==> src/rtl/multicycle_processor_if.sv <==
// Instruction and data memory handshakes for the multi-cycle core.
// The core owns req/addr/we/wdata; the memories answer with ready/rdata.
interface multicycle_processor_if #(parameter int XLEN = 64);
   logic            imem_req;
   logic [XLEN-1:0] imem_addr;
   logic            imem_ready;
   logic [31:0]     imem_rdata;
   logic            dmem_req;
   logic            dmem_we;
   logic [XLEN-1:0] dmem_addr;
   logic [XLEN-1:0] dmem_wdata;
   logic            dmem_ready;
   logic [XLEN-1:0] dmem_rdata;

   modport master (
      output imem_req, imem_addr, dmem_req, dmem_we, dmem_addr, dmem_wdata,
      input  imem_ready, imem_rdata, dmem_ready, dmem_rdata
   );

   modport slave (
      input  imem_req, imem_addr, dmem_req, dmem_we, dmem_addr, dmem_wdata,
      output imem_ready, imem_rdata, dmem_ready, dmem_rdata
   );
endinterface

==> src/rtl/multicycle_processor.sv <==
// Multi-cycle RV integer core (add/sub/and/or/addi/load/store/beq) with
// stall-tolerant memory handshakes and a sticky halt on illegal instructions.
module multicycle_processor #(
   parameter int              XLEN     = 64,
   parameter logic [XLEN-1:0] RESET_PC = '0
) (
   input  logic                  clk,
   input  logic                  rst_n,
   multicycle_processor_if.master bus,
   output logic                  wb_valid,
   output logic [4:0]            wb_rd,
   output logic [XLEN-1:0]       wb_data,
   output logic [XLEN-1:0]       pc,
   output logic                  halt
);
   typedef enum logic [2:0] {S_FETCH, S_DECODE, S_EXEC, S_MEM, S_WB, S_HALT} state_t;
   typedef enum logic [2:0] {OP_ADD, OP_SUB, OP_AND, OP_OR, OP_ADDI, OP_LD, OP_ST, OP_BEQ} op_t;

   localparam logic [2:0]      F3_LS   = (XLEN == 64) ? 3'b011 : 3'b010;
   localparam logic [XLEN-1:0] PC_STEP = XLEN'(4);

   state_t          state;
   op_t             op, dec_op;
   logic            dec_ok;
   logic [31:0]     ir;
   logic [XLEN-1:0] a, b, imm, dec_imm, alu, br_target, pc_next4;
   logic [XLEN-1:0] rdata1, rdata2;
   logic [XLEN-1:0] imm_i, imm_s, imm_b;
   logic [4:0]      rd;
   logic [XLEN-1:0] regs [32];

   logic            imem_req, dmem_req, dmem_we;
   logic [XLEN-1:0] dmem_addr, dmem_wdata;

   assign bus.imem_req   = imem_req;
   assign bus.imem_addr  = pc;
   assign bus.dmem_req   = dmem_req;
   assign bus.dmem_we    = dmem_we;
   assign bus.dmem_addr  = dmem_addr;
   assign bus.dmem_wdata = dmem_wdata;

   logic [6:0] opcode, funct7;
   logic [2:0] funct3;
   logic [4:0] rs1, rs2;
   assign opcode = ir[6:0];
   assign funct3 = ir[14:12];
   assign funct7 = ir[31:25];
   assign rs1    = ir[19:15];
   assign rs2    = ir[24:20];

   assign imm_i = {{(XLEN-12){ir[31]}}, ir[31:20]};
   assign imm_s = {{(XLEN-12){ir[31]}}, ir[31:25], ir[11:7]};
   assign imm_b = {{(XLEN-13){ir[31]}}, ir[31], ir[7], ir[30:25], ir[11:8], 1'b0};

   assign rdata1 = (rs1 == 5'd0) ? '0 : regs[rs1];
   assign rdata2 = (rs2 == 5'd0) ? '0 : regs[rs2];

   always_comb begin
      dec_ok  = 1'b1;
      dec_op  = OP_ADD;
      dec_imm = imm_i;
      case (opcode)
         7'b0110011: begin
            if (funct3 == 3'b000 && funct7 == 7'b0000000)      dec_op = OP_ADD;
            else if (funct3 == 3'b000 && funct7 == 7'b0100000) dec_op = OP_SUB;
            else if (funct3 == 3'b111 && funct7 == 7'b0000000) dec_op = OP_AND;
            else if (funct3 == 3'b110 && funct7 == 7'b0000000) dec_op = OP_OR;
            else                                               dec_ok = 1'b0;
         end
         7'b0010011: if (funct3 == 3'b000) dec_op = OP_ADDI; else dec_ok = 1'b0;
         7'b0000011: if (funct3 == F3_LS)  dec_op = OP_LD;   else dec_ok = 1'b0;
         7'b0100011: begin
            dec_imm = imm_s;
            if (funct3 == F3_LS) dec_op = OP_ST; else dec_ok = 1'b0;
         end
         7'b1100011: begin
            dec_imm = imm_b;
            if (funct3 == 3'b000) dec_op = OP_BEQ; else dec_ok = 1'b0;
         end
         default: dec_ok = 1'b0;
      endcase
   end

   // addi and load/store address share the a+imm path
   always_comb begin
      alu = a + imm;
      case (op)
         OP_ADD:  alu = a + b;
         OP_SUB:  alu = a - b;
         OP_AND:  alu = a & b;
         OP_OR:   alu = a | b;
         default: alu = a + imm;
      endcase
   end

   assign br_target = pc + imm;
   assign pc_next4  = pc + PC_STEP;

   always_ff @(posedge clk or negedge rst_n) begin
      if (!rst_n) begin
         state      <= S_FETCH;
         pc         <= RESET_PC;
         ir         <= '0;
         a          <= '0;
         b          <= '0;
         imm        <= '0;
         op         <= OP_ADD;
         rd         <= '0;
         imem_req   <= 1'b0;
         dmem_req   <= 1'b0;
         dmem_we    <= 1'b0;
         dmem_addr  <= '0;
         dmem_wdata <= '0;
         wb_valid   <= 1'b0;
         wb_rd      <= '0;
         wb_data    <= '0;
         halt       <= 1'b0;
         for (int i = 0; i < 32; i++) regs[i] <= '0;
      end else begin
         case (state)
            S_FETCH: begin
               // first cycle out of reset only raises the request
               if (!imem_req) begin
                  imem_req <= 1'b1;
               end else if (bus.imem_ready) begin
                  ir       <= bus.imem_rdata;
                  imem_req <= 1'b0;
                  state    <= S_DECODE;
               end
            end
            S_DECODE: begin
               if (!dec_ok) begin
                  halt  <= 1'b1;
                  state <= S_HALT;
               end else begin
                  a     <= rdata1;
                  b     <= rdata2;
                  imm   <= dec_imm;
                  op    <= dec_op;
                  rd    <= ir[11:7];
                  state <= S_EXEC;
               end
            end
            S_EXEC: begin
               case (op)
                  OP_BEQ: begin
                     if (a == b && br_target[1:0] != 2'b00) begin
                        halt  <= 1'b1;
                        state <= S_HALT;
                     end else begin
                        pc       <= (a == b) ? br_target : pc_next4;
                        imem_req <= 1'b1;
                        state    <= S_FETCH;
                     end
                  end
                  OP_LD, OP_ST: begin
                     dmem_req   <= 1'b1;
                     dmem_we    <= (op == OP_ST);
                     dmem_addr  <= alu;
                     dmem_wdata <= (op == OP_ST) ? b : '0;
                     state      <= S_MEM;
                  end
                  default: begin
                     wb_valid <= (rd != 5'd0);
                     wb_rd    <= rd;
                     wb_data  <= alu;
                     state    <= S_WB;
                  end
               endcase
            end
            S_MEM: begin
               if (bus.dmem_ready) begin
                  dmem_req <= 1'b0;
                  if (dmem_we) begin
                     dmem_we  <= 1'b0;
                     pc       <= pc_next4;
                     imem_req <= 1'b1;
                     state    <= S_FETCH;
                  end else begin
                     wb_valid <= (rd != 5'd0);
                     wb_rd    <= rd;
                     wb_data  <= bus.dmem_rdata;
                     state    <= S_WB;
                  end
               end
            end
            S_WB: begin
               if (wb_valid) regs[wb_rd] <= wb_data;
               wb_valid <= 1'b0;
               pc       <= pc_next4;
               imem_req <= 1'b1;
               state    <= S_FETCH;
            end
            S_HALT: ;
            default: state <= S_HALT;
         endcase
      end
   end
endmodule

==> src/flat_wrapper.sv <==
// flat-port wrapper written by rule: the top's interface ports become plain ports
module multicycle_processor_flat 
#(
   parameter int              XLEN     = 64,
   parameter logic [XLEN-1:0] RESET_PC = '0
)
  (clk, rst_n, wb_valid, wb_rd, wb_data, pc, halt, bus_imem_req, bus_imem_addr, bus_dmem_req, bus_dmem_we, bus_dmem_addr, bus_dmem_wdata, bus_imem_ready, bus_imem_rdata, bus_dmem_ready, bus_dmem_rdata);
  multicycle_processor_if #(.XLEN(XLEN)) bus_i ();
  input  logic clk;
  input  logic rst_n;
  output logic wb_valid;
  output logic [4:0] wb_rd;
  output logic [XLEN-1:0] wb_data;
  output logic [XLEN-1:0] pc;
  output logic halt;
  output wire logic [$bits(bus_i.imem_req)-1:0] bus_imem_req;
  output wire logic [$bits(bus_i.imem_addr)-1:0] bus_imem_addr;
  output wire logic [$bits(bus_i.dmem_req)-1:0] bus_dmem_req;
  output wire logic [$bits(bus_i.dmem_we)-1:0] bus_dmem_we;
  output wire logic [$bits(bus_i.dmem_addr)-1:0] bus_dmem_addr;
  output wire logic [$bits(bus_i.dmem_wdata)-1:0] bus_dmem_wdata;
  input wire logic [$bits(bus_i.imem_ready)-1:0] bus_imem_ready;
  input wire logic [$bits(bus_i.imem_rdata)-1:0] bus_imem_rdata;
  input wire logic [$bits(bus_i.dmem_ready)-1:0] bus_dmem_ready;
  input wire logic [$bits(bus_i.dmem_rdata)-1:0] bus_dmem_rdata;
  assign bus_imem_req = bus_i.imem_req;
  assign bus_imem_addr = bus_i.imem_addr;
  assign bus_dmem_req = bus_i.dmem_req;
  assign bus_dmem_we = bus_i.dmem_we;
  assign bus_dmem_addr = bus_i.dmem_addr;
  assign bus_dmem_wdata = bus_i.dmem_wdata;
  assign bus_i.imem_ready = bus_imem_ready;
  assign bus_i.imem_rdata = bus_imem_rdata;
  assign bus_i.dmem_ready = bus_dmem_ready;
  assign bus_i.dmem_rdata = bus_dmem_rdata;
  multicycle_processor #(.XLEN(XLEN), .RESET_PC(RESET_PC)) u_core (.clk(clk), .rst_n(rst_n), .bus(bus_i), .wb_valid(wb_valid), .wb_rd(wb_rd), .wb_data(wb_data), .pc(pc), .halt(halt));
endmodule
==> config.mk <==
export PLATFORM = sky130hd
export DESIGN_NAME = multicycle_processor_flat
export DESIGN_NICKNAME = d
export VERILOG_FILES = /design/src/rtl/multicycle_processor_if.sv /design/src/rtl/multicycle_processor.sv /design/src/flat_wrapper.sv
export SDC_FILE = /design/constraint.sdc
export NUM_CORES = 2
export LEC_CHECK = 0
export BUFFER_PORTS_ARGS = -buffer_cell sky130_fd_sc_hd__buf_4
export CAP_MARGIN = 10
export CORE_UTILIZATION = 40
export CTS_BUF_LIST = sky130_fd_sc_hd__clkbuf_4 sky130_fd_sc_hd__clkbuf_8
export CTS_CLUSTER_DIAMETER = 100
export DETAILED_ROUTE_END_ITERATION = 12
export SETUP_SLACK_MARGIN = 0.2
export SKIP_CTS_REPAIR_TIMING = 1
export SYNTH_ARGS = -nofsm -noshare
export SYNTH_HDL_FRONTEND = slang
export SYNTH_SLANG_ARGS = --single-unit
==> constraint.sdc <==
create_clock -name clk -period 8.85 [get_ports clk]
set_input_delay 1.3275 -clock clk [delete_from_list [all_inputs] [get_ports clk]]
set_output_delay 1.3275 -clock clk [all_outputs]
set_load 0.01 [all_outputs]
Word level (Yosys, flattened, before mapping):

Cells that the tools add are included.

* output and inout port bits: 330
* input bits: 100
* register bits: 2498
* logic and storage cells: 201

* multiplexer cells: 72
* bitwise operators: 6
* reductions and logical operators: 33
* $lt $le $gt $ge: 4
* equal/unequal tests: 32
* $add $sub $neg: 5

Operators by type and width (number)
* $bwmux 2048: 1
* $mux 64: 16
* $bmux 64 s5: 2
* $demux 64 s5: 1
* $pmux 64 s4: 1
* $add 64x64->64: 3
* $pmux 64 s3: 1
* $pmux 64 s2: 1
* $add 64x3->64 const B: 1
* $and 64x64->64: 1
* $eq 64x64->1: 1
* $or 64x64->64: 1
* $sub 64x64->64: 1
* $mux 3: 13
* $pmux 12 s2: 1
* $eq 3x3->1 const B: 7
* $eq 7x6->1 const B: 3
* $mux 1: 21
* $ge 6x6->1 const B: 3
* $not 5->6: 3
* $pmux 3 s6: 1
* $reduce_and 4->1: 4
* $eq 3x2->1 const B: 5
* $mux 5: 3
* 28 further kinds: 57

Logic depth before layout (Yosys ltp):

* depth after elaboration: 9
* depth in mapped cells: 20
* depth with buffers taken out: 17

Worst setup path before layout:

OpenSTA, ideal clock, no wires.

* path type: register to register
* start: register u_core.imm[12]
* end: register u_core.dmem_addr[40] (netlist: u_core.bus.dmem_addr[40])
* required time: 8716 ps
* buffers on the path: 2
* period minus slack after synthesis: 4774 ps
* library setup time: 134 ps
* stages on the path, launching flop included: 18
* slack: 4076 ps
* data arrival time: 4640 ps
* cells stage by stage: dfrtp_1 > nor2b_1 > clkbuf_1 > clkbuf_1 > a21o_1 > ha_1 > a21o_1 > a21o_1 > a221oi_1 > o211ai_1 > o21ai_0 > o41ai_1 > a31o_2 > a211oi_1 > o21ai_0 > xor2_1 > a222oi_1 > o21ai_0

* cells in the longest elaborated chain, start to end: 2

Ends and longest elaborated chain
* from (decl): RTL line multicycle_processor.sv:26 `logic [XLEN-1:0] a, b, imm, dec_imm, alu, br_target, pc_next4;`
* from (signal assigned): RTL line multicycle_processor.sv:138 `imm <= dec_imm;`
* $add 64x64->64
* $pmux 64 s4: RTL line multicycle_processor.sv:87 `case (op)`
* to (signal assigned): RTL line multicycle_processor.sv:159 `dmem_addr <= alu;`
* to (decl): RTL line multicycle_processor.sv:33 `logic [XLEN-1:0] dmem_addr, dmem_wdata;`

Every way passes these cells.
A chain may end at the register's enable or synchronous reset.

Worst setup path after layout:

* start: register u_core.op[1]
* end: register u_core.dmem_addr[59] (netlist: u_core.bus.dmem_addr[59])

* cells in the longest elaborated chain, start to end: 3
* elaborated cells between the ends (all ways): 9
* classes of those cells: eq/ne: 5; mux: 1; reduce/logical: 3

Ends and longest elaborated chain
* from (decl): RTL line multicycle_processor.sv:23 `op_t op, dec_op;`
* from (signal assigned): RTL line multicycle_processor.sv:139 `op <= dec_op;`
* $eq 3x3->1: RTL line multicycle_processor.sv:145 `case (op)`
* $reduce_or 2->1: RTL line multicycle_processor.sv:145
* $reduce_and 2->1 (no line)

Parallel ways exist; a longest one is shown, timed or not.

==> summary.md <==
| Metric | Value |
|---|---|
| Status | finished clean |
| Cell Rows | 218 |
| Min Tclk post-route | 6.28 ns |
| Synthesized instance count | about 11000 |
| Max-Cap Viols | 0 |
| Reg2reg setup slack | around 2.6 ns |
| HP Class | input pin to async pin |
| Worst-path fanout max | 32 |
| Clock tree buffer depth | 4 |
| Die H | 598 µm |
| Worst-skew pair later-pin latency | 1.17 ns |
| Fraction of layout cells with a size suffix above 1 | 45.1% |
| Async set-reset flop share out of synthesis | 100% |
| Final nets | 11051 |
| Top post-synthesis cells by area | dfrtp_1 (44%), mux4_2 (20%), mux2_2 (17%) |
| Mean Syn Cell Area | 13.5 µm² |
| Pint | 0.0180 W |
| CTS tree | built |
| Seq pwr share | just under 50% |
| Die Width | 598 µm |
| Final ANT Viol Nets | 0 |
| Final worst-path cycle share | 71.0% |
| Routed Wire Length | 513 mm |
| Synthesized cell area | 0.142 mm² |
| Fin Hold WS | approximately 0.13 ns |
| Worst path arrival time | 7.19 ns |
| Comb power frac | approximately 1.3% |
| Rel. slew slack | 9.32% |
| Post-synth EDFFs | 0 |
| CP Capture Type | flip-flop |
| YS warnings | 0 |
| Reg2reg start | u_core.op[1]$_DFFE_PN0P_ |
| Pin count of the biggest net entering global routing | 175 |
| Total track usage | 28.4% |
| Placed cell count | 14918 |
| Setup TNS | 0 ns |
| Hold Fails Final Rpt | 0 |
| Worst Skew | 0.151 ns |
| Critical Path Source Type | flip-flop |
| H-tree depth | 5 |
| Vias in the first global route | 101875 |
| Core Region | roughly 0.35 mm² |
| Worst flop-to-flop path endpoint | u_core.bus.dmem_addr[59]$_DFFE_PN0P_ |
| Initial antenna violation count | 12 |
| Worst Tran Pin Value | 1.36 ns |
| Register area share after synthesis | approximately 44% |
| Ports | 430 |
| RSZ-0062 raised after global routing | no |
| IO buf count | 429 |
| Sw Pwr | 0.00536 W |
| Critical path class | flip-flop to flip-flop |
| Commonest non-fill, non-tap cell in the layout | dfrtp_1 |
| Initial DRC count | ~9500 |
| Yosys cell types | 88 |
| Launch point of the worst path | u_core.op[1]$_DFFE_PN0P_ |
| Most frequent cells in the layout | dfrtp_1 (2485), mux2_2 (2110), mux4_2 (1280) |
| VDD IR max | between 100 and 150 µV |
| Fillers | 31518 |
| Cell area power density | 147 mW/mm² |
| Vias post-DR | between 90000 and 100k |
| Yosys reg bits | 2498 |
| Syn_nets | roughly 11000 |
| DP Wirelength | 323 mm |
| Critical Path RT | 9.76 ns |
| Global-route wire length before repair | 740 mm |
| Worst-case reg-to-reg path depth | 17 |
| Fin cells | 15701 |
| Drc violations | 0 |
| Avg WL per Cell | 32.7 µm |
| 1st-pass router iterations | 6 |
| Design Power | about 0.023 W |
| Sw Share | 22.9% |
| Final setup fails | 0 |
| TritonCTS Sinks | 2498 |
| Pins Over Slew Limit | 0 |
| DIE AREA | 0.357 mm² |
| Total congestion overflow | 0 |
| FMAX | 159 MHz |
| Clock power frac | 49.9% |
| Synth Flop Type | dfrtp_1 |
| Area fraction of the dominant cell type after synthesis | 44.0% |
| Synth area leader | dfrtp_1 |
| Layout Area Growth over Synthesis | 12.3% |
| Clock transition at path regs | 0.06 ns |
| Leak | 71.5 nW |
| Vias per cell | 6.30 |
| CTS Buf Count | 432 |
| RD Place Congestion | 0.965 |
| Clk Tree Root Cell | clkbuf_8 |
| End point of the critical path | u_core.bus.dmem_addr[59]$_DFFE_PN0P_ |
| Initial core utilization | 40.2% |
-- layer usage --
metal | wire length, µm | track usage (%) | part of all wire, % | vias up
li1 | - | - | - | 40256
met5 | 26 | 0 | 0.0051 | -
met4 | 38700 | 18.6 | 7.5 | 4
met1 | 196000 | 35.6 | 38 | 52863
met2 | 241000 | 45.5 | 47 | 4567
met3 | 36300 | 4.96 | 7.1 | 1296
-- kinds of logic after synthesis --
kind of cell / share of synthesized area [%]
xor gates and xnor gates: 1.04
adders and majority gates: 2.90
AOI/OAI and AO/OA: 6.43
muxes: 38.0
DFF: 44.0
buffers and inverters: 3.46
and+or+nand+nor: 4.10
-- stage by stage --
stage	worst slack, ns	utilization [%]	cell area, µm²
2_1_floorplan	4.08	-	142000
3_3_place_gp	2.71	42.4	150000
3_5_place_dp	2.83	42.4	150000
4_1_cts	2.73	45.1	159000
5_1_grt	2.33	45.1	159000
6_report	2.57	45.1	159000
-- flip-flops by register name, indices dropped and copies added (netlist names), 32 cells and up --
name	cells
u_core.bus.imem_addr	64
u_core.wb_data	64
u_core.bus.dmem_addr	64
u_core.regs	2048
u_core.ir	32
u_core.bus.dmem_wdata	64
u_core.b	64
u_core.a	64
-- power groups by stage --
stage | clock network [W] | registers (W) | logic [W]
finish | 0.0117 | 0.0114 | 0.000298
CTS | 0.0119 | 0.0114 | 0.000313
floorplan | 0 | 0.0116 | 0.000000657
global placement | 0 | 0.0116 | 0.000301
detailed placement | 0 | 0.0116 | 0.000312
global route | 0.0124 | 0.0114 | 0.000342
-- worst min-delay path by stage --
stage | from | endpoint | slack, ns | depth (start not counted)
6_report | rst_n | u_core.regs[99]$_DFFE_PN0P_ | 0.13 | 1
5_1_grt | rst_n | u_core.regs[99]$_DFFE_PN0P_ | 0.13 | 1
4_1_cts | rst_n | u_core.regs[227]$_DFFE_PN0P_ | 0.07 | 1
3_5_place_dp | u_core.bus.dmem_addr[21]$_DFFE_PN0P_ | u_core.bus.dmem_addr[21]$_DFFE_PN0P_ | 0.48 | 2
3_3_place_gp | u_core.bus.dmem_addr[18]$_DFFE_PN0P_ | u_core.bus.dmem_addr[18]$_DFFE_PN0P_ | 0.47 | 2
2_1_floorplan | u_core.rd[4]$_DFFE_PN0P_ | u_core.wb_rd[4]$_DFFE_PN0P_ | 0.45 | 2
-- cell usage after synthesis, drive strengths merged (9+ instances only) --
cell type / number
dfrtp: 2498
and2: 17
nor3: 55
mux4: 1280
o31ai: 36
or4: 15
o221ai: 18
nand2b: 14
nand4: 63
a21o: 112
o31a: 9
a2111oi: 9
and3: 56
nor2: 306
buf: 184
o21ai: 460
nand2: 535
a211oi: 22
or2: 14
a41oi: 9
clkbuf: 803
o22ai: 36
mux2: 2110
a221oi: 35
a31oi: 42
xor2: 49
or3: 23
xnor2: 120
o21a: 19
nor4: 55
nand3: 71
inv: 246
o211ai: 21
a21oi: 412
o21bai: 59
nor2b: 25
ha: 324
mux2i: 139
a22o: 67
a22oi: 19
-- worst max-delay path, stage by stage, from the launching register on --
cell      delay, ns
dfrtp_1        0.36
buf_4          0.28
nor3_2         0.36
buf_4          0.49
mux2_2         0.40
ha_1           0.34
o21ai_0        0.15
o211ai_1       0.31
nand2_1        0.08
o21ai_0        0.66
a41oi_1        0.43
o31ai_1        0.81
a21oi_1        0.26
o21ba_2        0.28
o21ai_0        0.22
xor2_1         0.12
a211oi_1       0.31
o21ai_0        0.12
-- layout make-up --
class                   count  area [µm²]  area share [%]
diodes                      7        17.5          0.0110
flip-flops and latches   2498       62600            39.3
inverters                 246         923           0.580
well taps                4730        5920            3.71
repair buffers            675        5480            3.44
clock inverters            79         913           0.573
multi-input cells        6771       74900            47.0
clock buffers             695        8670            5.44
Note: power is estimated with default switching activity, not from simulation.
